[src/rtl/link_tx_sched.sv]
// SATA TX dword scheduler: picks ALIGN, transport data or the requested primitive
// for each PHY slot, with CONT suppression of repeated primitives.
module link_tx_sched #(
    parameter int unsigned ALIGN_PERIOD = 256,
    parameter logic [31:0] LFSR_SEED    = 32'hFFFFFFFF
) (
    input  logic        clk,
    input  logic        rst,
    input  logic        phy_ready,
    input  logic [3:0]  prim_sel,
    input  logic        send_data,
    input  logic [31:0] data_in,
    input  logic        data_val_in,
    output logic        data_strobe_out,
    output logic [31:0] phy_data,
    output logic [3:0]  phy_charisk,
    output logic        align_slot,
    output logic        cont_active
);

    localparam int unsigned SLOT_W = $clog2(ALIGN_PERIOD);
    localparam int unsigned PRIM_W = 4;
    localparam int unsigned DW     = 32;

    localparam logic [DW-1:0] ALIGN_W   = 32'h7B4A4ABC;
    localparam logic [DW-1:0] CONT_W    = 32'h9999AA7C;
    localparam logic [DW-1:0] LFSR_MASK = 32'h80200003;
    localparam logic [3:0]    K_PRIM    = 4'b0001;
    localparam logic [3:0]    K_DATA    = 4'b0000;

    localparam logic [PRIM_W-1:0] P_SYNC = 4'd0;
    localparam logic [PRIM_W-1:0] P_HOLD = 4'd1;
    localparam logic [PRIM_W-1:0] P_SOF  = 4'd8;
    localparam logic [PRIM_W-1:0] P_EOF  = 4'd9;
    localparam logic [PRIM_W-1:0] P_DMAT = 4'd11;
    localparam logic [PRIM_W-1:0] P_NONE = 4'd15;

    // Repetition state of the current primitive run
    typedef enum logic [1:0] {
        REP_IDLE = 2'd0,
        REP_ONE  = 2'd1,
        REP_TWO  = 2'd2,
        REP_JUNK = 2'd3
    } rep_e;

    rep_e              rep_q, rep_n;
    logic [SLOT_W-1:0] slot_q, slot_n;
    logic [PRIM_W-1:0] last_q, last_n;
    logic [DW-1:0]     lfsr_q, lfsr_n;
    logic [DW-1:0]     data_n;
    logic [3:0]        k_n;
    logic              cont_n;
    logic [PRIM_W-1:0] eff_prim;

    function automatic logic [DW-1:0] prim_word(input logic [PRIM_W-1:0] p);
        case (p)
            4'd1:    prim_word = 32'hD5D5AA7C;
            4'd2:    prim_word = 32'h9595AA7C;
            4'd3:    prim_word = 32'h4A4A957C;
            4'd4:    prim_word = 32'h5555B57C;
            4'd5:    prim_word = 32'h3535B57C;
            4'd6:    prim_word = 32'h5656B57C;
            4'd7:    prim_word = 32'h5757B57C;
            4'd8:    prim_word = 32'h3737B57C;
            4'd9:    prim_word = 32'hD5D5B57C;
            4'd10:   prim_word = 32'h5858B57C;
            4'd11:   prim_word = 32'h3636B57C;
            default: prim_word = 32'hB5B5957C;
        endcase
    endfunction

    always_ff @(posedge clk or posedge rst) begin
        if (rst) begin
            rep_q       <= REP_IDLE;
            slot_q      <= '0;
            last_q      <= P_NONE;
            lfsr_q      <= LFSR_SEED;
            phy_data    <= ALIGN_W;
            phy_charisk <= K_PRIM;
            cont_active <= 1'b0;
        end else begin
            rep_q       <= rep_n;
            slot_q      <= slot_n;
            last_q      <= last_n;
            lfsr_q      <= lfsr_n;
            phy_data    <= data_n;
            phy_charisk <= k_n;
            cont_active <= cont_n;
        end
    end

    always_comb begin
        rep_n           = rep_q;
        slot_n          = slot_q;
        last_n          = last_q;
        lfsr_n          = lfsr_q;
        data_n          = ALIGN_W;
        k_n             = K_PRIM;
        cont_n          = 1'b0;
        data_strobe_out = 1'b0;
        align_slot      = phy_ready && (slot_q < SLOT_W'(2));
        eff_prim        = send_data ? P_HOLD :
                          ((prim_sel > 4'd11) ? P_SYNC : prim_sel);

        if (!phy_ready || align_slot) begin
            slot_n = phy_ready ? slot_q + SLOT_W'(1) : '0;
            rep_n  = REP_IDLE;
            last_n = P_NONE;
        end else begin
            slot_n = slot_q + SLOT_W'(1);
            if (send_data && data_val_in) begin
                data_strobe_out = 1'b1;
                data_n          = data_in;
                k_n             = K_DATA;
                rep_n           = REP_IDLE;
                last_n          = P_NONE;
            end else if (eff_prim == P_SOF || eff_prim == P_EOF || eff_prim == P_DMAT) begin
                data_n = prim_word(eff_prim);
                rep_n  = REP_IDLE;
                last_n = P_NONE;
            end else if (eff_prim != last_q || rep_q == REP_IDLE) begin
                data_n = prim_word(eff_prim);
                rep_n  = REP_ONE;
                last_n = eff_prim;
            end else begin
                case (rep_q)
                    REP_ONE: begin
                        data_n = prim_word(eff_prim);
                        rep_n  = REP_TWO;
                    end
                    REP_TWO: begin
                        data_n = CONT_W;
                        cont_n = 1'b1;
                        rep_n  = REP_JUNK;
                    end
                    default: begin
                        // Junk fills the suppressed run; generator steps only here
                        data_n = lfsr_q;
                        k_n    = K_DATA;
                        cont_n = 1'b1;
                        lfsr_n = {1'b0, lfsr_q[DW-1:1]} ^ (lfsr_q[0] ? LFSR_MASK : '0);
                    end
                endcase
            end
        end
    end

endmodule

[config.mk]
export PLATFORM = sky130hd
export DESIGN_NAME = link_tx_sched
export DESIGN_NICKNAME = d
export VERILOG_FILES = /design/src/rtl/link_tx_sched.sv
export SDC_FILE = /design/constraint.sdc
export NUM_CORES = 1
export LEC_CHECK = 0
export CAP_MARGIN = 40
export CORE_ASPECT_RATIO = 1.5
export CORE_MARGIN = 1.5
export CORE_UTILIZATION = 52
export CTS_CLUSTER_SIZE = 14
export DETAILED_ROUTE_END_ITERATION = 6
export PLACE_DENSITY = 0.8
export SLEW_MARGIN = 20
export SYNTH_ARGS = -nofsm -noshare
export SYNTH_HDL_FRONTEND = slang
export SYNTH_SLANG_ARGS = --single-unit
[constraint.sdc]
create_clock -name clk -period 2.6 [get_ports clk]
set_input_delay 0.26 -clock clk [delete_from_list [all_inputs] [get_ports clk]]
set_output_delay 0.26 -clock clk [all_outputs]
set_load 0.05 [all_outputs]
# After elaboration in Yosys (flattened, before gate mapping)
# Memories as Yosys holds them, arrays and structs flattened.
# Cells that the tools add are included.
[totals]
regBits = 83
latch_bits = 0
ramBits = 0
romBits = 1056
inputBits = 41
word_cells = 68
n_memories = 3
[classes]
add_sub_neg = 1
mul = 0
n_div = 0
order_cmp = 2
n_eq_ne = 6
shifts = 0
muxes = 31
n_bitwise = 6
reduce_logical = 12
[memory_table]
columns = ["name", "depth", "word_bits", "rd", "rd_ports_with_merged_regs", "write_ports", "line_no", "rtl"]
rows = [
  ["(name not given)", 16, 22, 1, 0, 0, "56", "case (p)"],
  ["(name not given)", 16, 22, 1, 0, 0, "56", ""],
  ["(name not given)", 16, 22, 1, 0, 0, "56", ""],
]
[ops]
columns = ["operator", "n"]
rows = [
  ["$mux W32", 5],
  ["$pmux W32 S2", 1],
  ["$xor A31 B32 Y32", 1],
  ["$mux W4", 6],
  ["$mux W8", 2],
  ["$eq A4 B4 Y1 const B", 3],
  ["$mux W1", 12],
  ["$add A8 B1 Y8 const B", 1],
  ["$lt A8 B2 Y1 const B", 1],
  ["$mux W2", 4],
  ["$reduce_bool A6 Y1", 1],
  ["$not A1 Y1", 5],
  ["$reduce_and A5 Y1", 1],
  ["$gt A4 B4 Y1 const B", 1],
  ["$logic_or A1 B1 Y1", 4],
  ["$ne A4 B4 Y1", 1],
  ["$pmux W2 S2", 1],
  ["$reduce_bool A4 Y1", 1],
  ["$eq A2 B1 Y1 const B", 1],
  ["$eq A2 B2 Y1 const B", 1],
  ["$logic_and A1 B1 Y1", 2],
  ["$logic_not A2 Y1", 1],
  ["$reduce_or A2 Y1", 1],
  ["$logic_not A1 Y1", 1],
]

# Logic depth before layout (Yosys ltp)
# Gate-level depths: netlist (run 1).
[depth]
word_depth = 9
depth_mapped = 13

# Worst setup path after synthesis (run 1)
# No wires, ideal clock.
[synth_path]
path_type = "input -> register"
start = "input port prim_sel[3]"
end = "register lfsr_q[15]"
setup_time_ps = 82
arrival_time_ps = 2765
t_required_ps = 2518
slack_ps = -248
stages = 11
n_path_buf = 2
cell_sequence = "buf_6 a21boi_0 nor2_1 inv_1 ha_1 or3_1 a21oi_1 nand2_4 nor3_4 buf_6 mux2_2"
[synth_between]
elab_chain_cells = 8
[synth_rtl]
columns = ["element", "line_no", "rtl"]
rows = [
  ["from (decl)", "10", "input logic [3:0] prim_sel,"],
  ["$gt A4 B4 Y1", "103", "((prim_sel > 4'd11) ? P_SYNC : prim_sel);"],
  ["$mux W4 *", "103", ""],
  ["$mux W4 *", "102", "eff_prim = send_data ? P_HOLD :"],
  ["$eq A4 B4 Y1", "117", "end else if (eff_prim == P_SOF || eff_prim == P_EOF || eff_prim == P_DMAT) begin"],
  ["$logic_or A1 B1 Y1 (2 in series)", "117", ""],
  ["$not A1 Y1 (no source line)", "-", ""],
  ["$reduce_and A5 Y1 (no source line) *", "-", ""],
  ["to (signal assigned)", "85", "lfsr_q <= lfsr_n;"],
  ["to (decl)", "49", "logic [DW-1:0] lfsr_q, lfsr_n;"],
]
# Every way passes the cells marked *; elsewhere a longest branch is shown, timed or not.
# A chain may end at the register's enable or synchronous reset.

# Worst setup path after layout (run 1)
[layout_path]
start = "register last_q[2]"
end = "register lfsr_q[19]"
[layout_between]
elab_chain_cells = 4
[layout_rtl]
columns = ["element", "line_no", "rtl"]
rows = [
  ["from (decl)", "48", "logic [PRIM_W-1:0] last_q, last_n;"],
  ["from (signal assigned)", "84", "last_q <= last_n;"],
  ["$ne A4 B4 Y1", "121", "end else if (eff_prim != last_q || rep_q == REP_IDLE) begin"],
  ["$logic_or A1 B1 Y1", "121", ""],
  ["$not A1 Y1 (no source line)", "-", ""],
  ["$reduce_and A5 Y1 (no source line)", "-", ""],
]
# No other way between the ends.

==> flow_summary_export.csv, run 1 <==
group,metric,value,unit
status,status,"finished clean",
cells_and_area,final_common_cell,"clkdlybuf4s50_1",
power_and_ir_drop,powerDensity,543,nW/um^2
detailed_routing,drc,0,
timing,clock_skew,0.0103,ns
yosys,ys.flop_type,"dfstp_2",
yosys,ys_warn_count,0,
detailed_routing,drt_iter0_markers,239,
floorplan,die_w,75.7,um
grt,grt_pass1_wl,17.3,mm
timing,period_needed,2.54,ns
placed_design,dp_cells,587,
detailed_routing,first_pass_iters,5,
grt,grt_pass1_vias,3558,
clock_tree,cts.clk_slew.worst_paths,0.06,ns
timing,finalCritPeriodShare,0.976,
grt,antenna_found_initial,0,
critical_path,critPathLaunchType,"flop",
grt,grt_usage,0.271,
floorplan,rows,39,
power_and_ir_drop,vdd_drop_max,0.626,mV
cells_and_area,utilization,0.749,
floorplan,die_h,112,um
clock_tree,ctsHoldBuffers,0,
critical_path,end_kind,"flop",
clock_tree,cts_max_path_buffers,2,
yosys,ys_types,59,
detailed_routing,wl_per_cell,18.1,um
timing,fin_setup_tns,0,ns
yosys,syn_avg_cell_area,10.9,sq um
cells_and_area,finalNonFillerCells,607,
hold_path,min_path_type,"input port to asynchronous set/reset pin",
critical_path,r2r_end,"lfsr_q[19]",
yosys,synth_edf_count,0,
critical_path,path_max_fanout,8,
yosys,syn_area,4120,sq um
clock_tree,numCtsBuffers,9,
placed_design,globalplace.congestion,0.925,
timing,hold_viol,0,
detailed_routing,vias,3431,
critical_path,worstReg2RegStart,"last_q[2]",
critical_path,r2r_cells,7,
floorplan,boundaryPins,80,
grt,grt-ovfl-total,0,
critical_path,arrival,2.80,ns
yosys,async_reset_ff_frac,1.00,
cells_and_area,final_cell_mix,"clkdlybuf4s50_1, dfstp_2, buf_4",
critical_path,slowest_delay,0.54,ns
grt,grt_max_degree,81,
cells_and_area,area_growth,39.2,%
critical_path,rrSetupSlack,0.06,ns
floorplan,die-area,8480,sq um
timing,worst_pin_slew,0.610,ns
cells_and_area,nFillCells,538,
clock_tree,clock_sinks,80,
yosys,syn_inst,379,
detailed_routing,via_per_inst,5.65,
yosys,synth-seq-cells,80,
critical_path,crit_cells,7,
detailed_routing,ant_nets,0,
clock_tree,ctsHtreeMaxLevel,3,
floorplan,start_util,0.538,
clock_tree,clkLatencyLatePin,0.34,ns
critical_path,cp_num_buf_inv,1,
critical_path,cp_slowest_cell,"dfstp_2",
placed_design,dpl.hpwl,7.69,mm
critical_path,required,2.86,ns
cells_and_area,n_antenna_cell,0,
critical_path,critPathTopFamily,"simple AND/OR/NAND/NOR gates",
cells_and_area,nets,552,
placed_design,port_buffers,76,
cells_and_area,drive_above_1_share,0.362,
timing,fmax,0.394,GHz
detailed_routing,wl,11.0,mm
clock_tree,cts_tree,"yes",
timing,drv_slew,0,
critical_path,crit_chain,"nor4bb_1, a2bb2oi_1, a2bb2o_4, or2_4, nor3_4, clkbuf_16, mux2_2",
yosys,yosysSeqAreaShare,0.502,
timing,setup_viol,0,
power_and_ir_drop,p_leak,2.48,nW
timing,max_slew_margin,0.594,
run,maxCapViolCount,0,
critical_path,critical_path_class,"flop to flop",
clock_tree,cts_root_buf,"clkbuf_16",
floorplan,coreArea,7660,sq um
-- worst max-delay path by stage --
stage / slack [ns] / startpoint / to
floorplan: 0.004 / prim_sel[3] / lfsr_q[15]
global placement: -0.32 / prim_sel[1] / phy_data[5]
detailed placement: -0.39 / prim_sel[3] / lfsr_q[0]
CTS: 0.007 / slot_q[6] / data_strobe_out
global route: -0.009 / slot_q[6] / data_strobe_out
finish: 0.06 / last_q[2] / lfsr_q[19]
-- stage by stage --
stage / hold WS (ns) / worst slack, ns / cell area, sq um / power, W
6_report: 0.325 / 0.0614 / 5740 / 0.00311
5_1_grt: 0.373 / -0.00911 / 5740 / 0.00322
4_1_cts: 0.350 / 0.00715 / 5650 / 0.00311
3_5_place_dp: 0.444 / -0.387 / 5350 / 0.00193
3_3_place_gp: 0.432 / -0.320 / 5350 / 0.00192
2_1_floorplan: 0.388 / 0.00381 / 4160 / 0.00168
-- report_power, final --
group | internal, W | switching (W) | total (W)
sequential | 0.00130 | 0.0000169 | 0.00132
clock | 0.000677 | 0.000508 | 0.00118
combinational | 0.000251 | 0.000356 | 0.000607
total | 0.00223 | 0.000882 | 0.00311
-- worst register-to-register path: stages, from the launching register on --
cell	delay [ns]
dfstp_2	0.54
nor4bb_1	0.23
a2bb2oi_1	0.25
a2bb2o_4	0.25
or2_4	0.26
nor3_4	0.35
clkbuf_16	0.24
mux2_2	0.34
-- sequential cells by signal (all words and copies together), names as in the netlist --
signal	count
phy_data	32
slot_q	8
cont_active	1
phy_charisk	1
lfsr_q	32
last_q	4
rep_q	2
-- kinds of logic after synthesis --
family / share of synthesized area
buf+inv: 0.0531
flops: 0.502
compound gates: 0.170
fa+ha+maj: 0.0334
mux: 0.0893
xor+xnor: 0.0191
simple gates: 0.131
other cells: 0.000910
-- per-layer routing --
metal / global-route usage / share of wire
met3: 0.0458 / 0.044
met1: 0.322 / 0.39
met4: 0.132 / 0.033
met5: 0 / 0
met2: 0.461 / 0.54
-- cell usage after synthesis, types with 3 or more instances --
cell	n	share of area
a31oi_1	8	0.012
dfrtp_1	26	0.16
o22ai_1	3	0.0046
o22a_1	4	0.0085
and2_1	12	0.018
buf_2	4	0.0049
mux2i_1	3	0.0073
nor3_1	5	0.0061
inv_1	19	0.017
nor2b_1	3	0.0046
a221o_1	3	0.0073
a22oi_1	3	0.0055
and3_1	3	0.0046
a211oi_1	3	0.0055
nand2b_1	4	0.0061
o211ai_1	5	0.0091
xor2_1	6	0.013
or3_1	3	0.0046
ha_1	11	0.033
xnor2_1	3	0.0064
clkbuf_1	12	0.011
dfstp_2	54	0.34
buf_4	3	0.0055
o221a_2	8	0.022
o2bb2ai_1	4	0.0085
buf_6	5	0.014
a21oi_1	12	0.015
nand3_1	17	0.021
nor2_1	24	0.022
a22o_1	4	0.0085
mux2_2	27	0.074
nand2_1	25	0.023
o21ai_0	20	0.024
mux2_1	3	0.0082
-- final cells by class --
class,instances,area [sq um],share of cell area
clock inverter,4,30.0,0.00524
timing repair buffer,133,1270,0.222
clock buffer,12,246,0.0430
inverter,19,71.3,0.0124
tap,102,128,0.0223
sequential,80,2070,0.361
multi-input combinational,257,1920,0.335
-- repair_timing --
action / 4_1_cts / 5_1_grt
setup buffers: 1 / 1
gates resized for setup: 6 / 16
pin swaps: 2 / 7
gates cloned: 0 / 2
endpoints found under the setup margin: 11 / 65
Note: power is estimated with default switching activity, not from simulation.
==> inputs of run 2 (changes only) <==
==> config.mk (replaced) <==
export PLATFORM = sky130hd
export DESIGN_NAME = link_tx_sched
export DESIGN_NICKNAME = d
export VERILOG_FILES = /design/src/rtl/link_tx_sched.sv
export SDC_FILE = /design/constraint.sdc
export NUM_CORES = 1
export LEC_CHECK = 0
export ABC_AREA = 1
export CAP_MARGIN = 40
export CORE_ASPECT_RATIO = 1.5
export CORE_MARGIN = 1.5
export CORE_UTILIZATION = 53
export CTS_CLUSTER_SIZE = 14
export DETAILED_ROUTE_END_ITERATION = 6
export PLACE_DENSITY = 0.81
export SLEW_MARGIN = 40
export SYNTH_ARGS = -nofsm -noshare
export SYNTH_HDL_FRONTEND = slang
export SYNTH_SLANG_ARGS = --single-unit
==> flow_summary_export.csv, run 2 <==
group,metric,value,unit
cells_and_area,multi_input_area,1920,sq um
timing,setup_viol,0,
yosys,synth_edf_count,0,
detailed_routing,first_pass_iters,5,
hold_path,min_path_type,"input port to asynchronous set/reset pin",
yosys,syn_inst,530,
clock_tree,ctsHoldBuffers,0,
cells_and_area,nets,671,
grt,grt_max_degree,81,
run,maxCapViolCount,0,
critical_path,worstReg2RegStart,"rep_q[0]",
power_and_ir_drop,seqPwrFrac,0.416,
critical_path,cp_common_cell,"nand2_2",
placed_design,port_buffers,76,
timing,fin_setup_tns,0,ns
cells_and_area,nFillCells,622,
detailed_routing,ant_nets,0,
power_and_ir_drop,netSwitchingPower,0.000886,W
power_and_ir_drop,p_int,0.00228,W
placed_design,globalplace.congestion,0.896,
clock_tree,ctsHtreeMaxLevel,3,
critical_path,crit_path_end,"lfsr_q[8]",
timing,period_needed,2.32,ns
floorplan,die_w,76.6,um
clock_tree,cts.clk_slew.worst_paths,0.07,ns
critical_path,arrival,2.58,ns
floorplan,rows,40,
floorplan,die-area,8680,sq um
power_and_ir_drop,power.total,0.00316,W
detailed_routing,via_per_inst,5.22,
clock_tree,post_cts_buffers,0,
power_and_ir_drop,p_clk_frac,0.406,
cells_and_area,final_common_cell,"nand2_1",
floorplan,boundaryPins,80,
critical_path,cp_slowest_cell,"clkdlybuf4s50_1",
status,status,"finished clean",
grt,grt_pass1_wl,18.7,mm
yosys,yosys.area.top_type_share,0.330,
detailed_routing,drc,0,
yosys,synth_area_leaders,"dfstp_2, dfrtp_1, nand2_1",
critical_path,rrSetupSlack,0.53,ns
cells_and_area,area_growth,29.6,%
timing,rsz0062_at_grt,"false",
critical_path,end_kind,"flop",
yosys,yosys-top-cells-count,"nand2_1, dfstp_2, nor2_1, inv_1, nand3_1",
timing,hold_viol,0,
clock_tree,cts_tree,"yes",
yosys,syn_avg_cell_area,8.12,sq um
cells_and_area,reg_top3,"lfsr_q (32), phy_data (32), slot_q (8)",
critical_path,path_max_fanout,40,
grt,antenna_found_initial,0,
critical_path,crit_cells,13,
clock_tree,cts_root_buf,"clkbuf_16",
yosys,ys_warn_count,0,
power_and_ir_drop,switching_share,0.280,
timing,clock_skew,0.0112,ns
clock_tree,numCtsBuffers,9,
yosys,ys_types,35,
cells_and_area,finalNonFillerCells,729,
yosys,synth_most_common_cell,"nand2_1",
grt,grt-ovfl-total,0,
detailed_routing,drt_iter0_markers,304,
critical_path,critPathTopFamily,"simple AND/OR/NAND/NOR gates",
critical_path,slowest_delay,0.52,ns
yosys,ys.flop_type,"dfstp_2",
critical_path,cp-startpoint,"prim_sel[2]",
clock_tree,clkLatencyLatePin,0.34,ns
critical_path,r2r_cells,8,
cells_and_area,n_antenna_cell,0,
placed_design,dp_cells,713,
clock_tree,cts_max_path_buffers,2,
timing,drv_slew,0,
cells_and_area,regArea,2070,sq um
yosys,synth-seq-cells,80,
critical_path,r2r_end,"phy_data[8]",
cells_and_area,final_cell_mix,"nand2_1, clkdlybuf4s50_1, dfstp_2",
placed_design,dpl.hpwl,8.38,mm
grt,grt_usage,0.279,
detailed_routing,vias,3804,
floorplan,start_util,0.541,
power_and_ir_drop,powerDensity,567,nW/um^2
timing,max_slew_margin,0.647,
clock_tree,clock_sinks,80,
cells_and_area,utilization,0.701,
critical_path,cp_num_buf_inv,2,
critical_path,critPathLaunchType,"input port",
timing,fmax,0.431,GHz
timing,finalCritPeriodShare,0.893,
critical_path,crit_chain,"clkdlybuf4s50_1, nand2_2, nand2_2, nand2_2, ha_1, o31ai_4, inv_2, nor2_4, nand2_4, nor2_8, nand2_4, nand2_1, o21ai_2",
clock_tree,postCtsResizedCells,0,
detailed_routing,wl_per_cell,15.5,um
yosys,syn_area,4300,sq um
floorplan,die_h,113,um
cells_and_area,drive_above_1_share,0.215,
detailed_routing,wl,11.3,mm
floorplan,coreArea,7960,sq um
timing,worst_pin_slew,0.528,ns
power_and_ir_drop,vdd_drop_max,0.434,mV
critical_path,critical_path_class,"input port to flop",
critical_path,required,2.86,ns
yosys,yosysSeqAreaShare,0.481,
grt,grt_pass1_vias,3844,
yosys,synth_top_cell_by_area,"dfstp_2",
power_and_ir_drop,combPwrFrac,0.178,
yosys,async_reset_ff_frac,1.00,
power_and_ir_drop,p_leak,2.65,nW
-- run 2: cell count changes after synthesis, sizes merged, moves of 15 or more --
cell / previous run / this run
o21ai: 20 / 37
inv: 19 / 49
nand2: 26 / 157
mux2: 30 / 0
a21oi: 12 / 36
nor2: 25 / 53
nand3: 17 / 44
nand4: 0 / 15
-- run 2: logic make-up after synthesis --
logic type,Yosys count,synth area share
simple gates,281,0.296
flops,80,0.481
compound gates,79,0.104
buf+inv,73,0.0756
fa+ha+maj,11,0.0320
xor+xnor,3,0.00611
mux,2,0.00465
other cells,1,0.000872
-- run 2: power by group through the flow --
stage | combinational [W] | sequential (W) | clock [W]
2_1_floorplan | 0.000229 | 0.00145 | 0
3_3_place_gp | 0.000551 | 0.00133 | 0
3_5_place_dp | 0.000558 | 0.00134 | 0
4_1_cts | 0.000563 | 0.00132 | 0.00130
5_1_grt | 0.000606 | 0.00132 | 0.00134
6_report | 0.000562 | 0.00132 | 0.00128
-- run 2: how the worst min path moves through the flow --
stage	slack, ns	depth (start not counted)	to
after floorplan	0.36	2	slot_q[1]
after global placement	0.45	1	slot_q[7]
after detailed placement	0.46	2	lfsr_q[11]
after CTS	0.35	3	slot_q[5]
after global routing	0.36	3	slot_q[5]
final	0.32	3	slot_q[5]
-- run 2: per-layer routing --
metal  global-route usage  wire length (um)
met1                0.339              4690
met2                0.493              5970
met3               0.0427               397
met4                0.114               268
met5                    0                 0
-- run 2: worst reg2reg max path, delay by kind of cell (launching register included) --
family	cells	cell delay (ns)
DFF	1	0.39
buffers and inverters	3	0.65
adders and majority gates	1	0.25
and+or+nand+nor	1	0.12
AOI/OAI and AO/OA	3	0.58
-- run 2: metrics by stage --
stage          instance area (sq um)  hold slack, ns  setup slack, ns
6_report                        5580           0.315            0.279
5_1_grt                         5580           0.357           0.0778
4_1_cts                         5580           0.350            0.275
3_5_place_dp                    5270           0.455          -0.0633
3_3_place_gp                    5270           0.450           0.0382
2_1_floorplan                   4310           0.360            0.378
-- run 2: cell type report --
cell class | instances | share of cell area
Sequential cell | 80 | 0.371
Clock buffer | 10 | 0.0429
Clock inverter | 6 | 0.0119
Inverter | 50 | 0.0337
Timing Repair Buffer | 99 | 0.173
Multi-Input combinational cell | 379 | 0.344
Tap cell | 105 | 0.0236
==> inputs of run 3 (changes only) <==
--- a/config.mk
+++ b/config.mk
@@ -7,7 +7,7 @@
 export LEC_CHECK = 0
 export ABC_AREA = 1
 export CAP_MARGIN = 40
-export CORE_ASPECT_RATIO = 1.5
+export CORE_ASPECT_RATIO = 0.5
 export CORE_MARGIN = 1.5
 export CORE_UTILIZATION = 53
 export CTS_CLUSTER_SIZE = 14
==> flow_summary_export.csv, run 3 (same netlist as run 2, synthesis figures left out) <==
group,metric,value,unit
clock_tree,cts_tree,"yes",
placed_design,port_buffers,76,
cells_and_area,final_cell_mix,"nand2_1, clkdlybuf4s50_1, dfstp_2",
clock_tree,cts_root_buf,"clkbuf_16",
critical_path,crit_path_end,"lfsr_q[12]",
power_and_ir_drop,p_clk_frac,0.390,
grt,grt_usage,0.285,
grt,grt-ovfl-total,0,
detailed_routing,vias,3925,
critical_path,crit_cells,13,
timing,drv_slew,0,
detailed_routing,first_pass_iters,5,
grt,antenna_found_initial,0,
power_and_ir_drop,p_leak,2.65,nW
timing,setup_viol,0,
timing,hold_viol,0,
critical_path,critPathLaunchType,"input port",
cells_and_area,area_growth,29.7,%
floorplan,start_util,0.566,
timing,rsz0062_at_grt,"false",
placed_design,globalplace.congestion,0.967,
timing,worst_pin_slew,0.551,ns
clock_tree,ctsHoldBuffers,0,
critical_path,cp-startpoint,"prim_sel[2]",
critical_path,critPathTopFamily,"simple AND/OR/NAND/NOR gates",
power_and_ir_drop,switching_share,0.294,
timing,clock_skew,0.00903,ns
critical_path,r2r_cells,7,
critical_path,cp_num_buf_inv,3,
critical_path,critical_path_class,"input port to flop",
cells_and_area,finalNonFillerCells,737,
placed_design,dpl.hpwl,8.34,mm
cells_and_area,final_common_cell,"nand2_1",
critical_path,required,2.87,ns
critical_path,slowest_delay,0.44,ns
placed_design,dp_cells,721,
floorplan,boundaryPins,80,
clock_tree,clock_sinks,80,
clock_tree,cts.clk_slew.worst_paths,0.06,ns
power_and_ir_drop,power.total,0.00309,W
grt,grt_pass1_vias,3702,
critical_path,path_max_fanout,40,
clock_tree,postCtsResizedCells,0,
run,maxCapViolCount,0,
critical_path,r2r_end,"lfsr_q[12]",
clock_tree,post_cts_buffers,0,
detailed_routing,wl,11.6,mm
power_and_ir_drop,vdd_drop_max,0.336,mV
timing,fmax,0.423,GHz
critical_path,worstReg2RegStart,"rep_q[0]",
timing,period_needed,2.37,ns
critical_path,cp_slowest_cell,"clkdlybuf4s50_1",
power_and_ir_drop,combPwrFrac,0.184,
cells_and_area,n_antenna_cell,0,
critical_path,end_kind,"flop",
timing,max_slew_margin,0.632,
critical_path,crit_chain,"clkdlybuf4s50_1, nand2_2, nand3_1, buf_4, ha_1, o31ai_4, inv_2, nor2_4, nand2_4, nor2_8, nand2_4, nand2_1, nand2_1",
detailed_routing,wl_per_cell,15.7,um
critical_path,rrSetupSlack,0.73,ns
detailed_routing,ant_nets,0,
detailed_routing,via_per_inst,5.33,
clock_tree,clkLatencyLatePin,0.34,ns
floorplan,rows,22,
power_and_ir_drop,powerDensity,554,nW/um^2
floorplan,coreArea,7600,sq um
critical_path,arrival,2.63,ns
cells_and_area,nets,676,
detailed_routing,drc,0,
floorplan,die_h,66.7,um
cells_and_area,drive_above_1_share,0.219,
clock_tree,numCtsBuffers,9,
detailed_routing,drt_iter0_markers,368,
clock_tree,ctsHtreeMaxLevel,3,
grt,grt_pass1_wl,18.4,mm
floorplan,die_w,130,um
timing,finalCritPeriodShare,0.910,
grt,grt_max_degree,81,
status,status,"finished clean",
power_and_ir_drop,netSwitchingPower,0.000908,W
clock_tree,cts_max_path_buffers,2,
hold_path,min_path_type,"input port to asynchronous set/reset pin",
power_and_ir_drop,seqPwrFrac,0.425,
floorplan,die-area,8700,sq um
cells_and_area,nFillCells,576,
timing,holdWs,0.308,ns
cells_and_area,reg_top3,"lfsr_q (32), phy_data (32), slot_q (8)",
power_and_ir_drop,p_int,0.00218,W
==> run 3: layout make-up <==
class,instances,area (sq um),area share
sequential,80,2070,0.371
multi-input combinational,379,1920,0.343
timing repair buffer,104,991,0.178
clock buffer,11,243,0.0435
inverter,50,188,0.0336
tap,108,135,0.0242
clock inverter,5,38.8,0.00695
==> run 3: how the worst min path moves through the flow <==
stage,startpoint,end,slack [ns],cells after the start
6_report,rst,phy_data[13],0.31,3
5_1_grt,rst,cont_active,0.39,3
4_1_cts,rst,phy_data[20],0.35,3
3_5_place_dp,lfsr_q[11],lfsr_q[11],0.46,2
3_3_place_gp,lfsr_q[9],lfsr_q[9],0.45,2
2_1_floorplan,phy_ready,slot_q[1],0.36,2
==> run 3: per-stage QoR <==
| stage | setup TNS, ns | util | instance area [sq um] | worst slack [ns] |
|---|---|---|---|---|
| 6_report | 0 | 0.735 | 5580 | 0.233 |
| 5_1_grt | 0 | 0.735 | 5580 | 0.0782 |
| 4_1_cts | 0 | 0.735 | 5580 | 0.249 |
| 3_5_place_dp | -1.31 | 0.697 | 5300 | -0.0813 |
| 3_3_place_gp | -0.0377 | 0.697 | 5300 | -0.00749 |
| 2_1_floorplan | 0 | - | 4310 | 0.378 |
==> run 3: worst min-delay path, cell delays in order <==
cell and delay [ns]:
clkdlybuf4s50_1 0.41, inv_2 0.07, buf_12 0.31
==> run 3: power groups by stage <==
| stage | logic, W | clock network [W] | registers [W] |
|---|---|---|---|
| floorplan | 0.000229 | 0 | 0.00145 |
| global placement | 0.000558 | 0 | 0.00133 |
| detailed placement | 0.000562 | 0 | 0.00134 |
| CTS | 0.000568 | 0.00121 | 0.00132 |
| global route | 0.000613 | 0.00128 | 0.00132 |
| finish | 0.000570 | 0.00121 | 0.00132 |
==> run 3: per-layer routing <==
metal / vias up / track usage / wire length (um)
li1: 1895 / - / -
met5: - / 0 / 0
met4: 0 / 0.0962 / 213
met2: 126 / 0.451 / 5400
met3: 23 / 0.0627 / 665
met1: 1881 / 0.390 / 5290
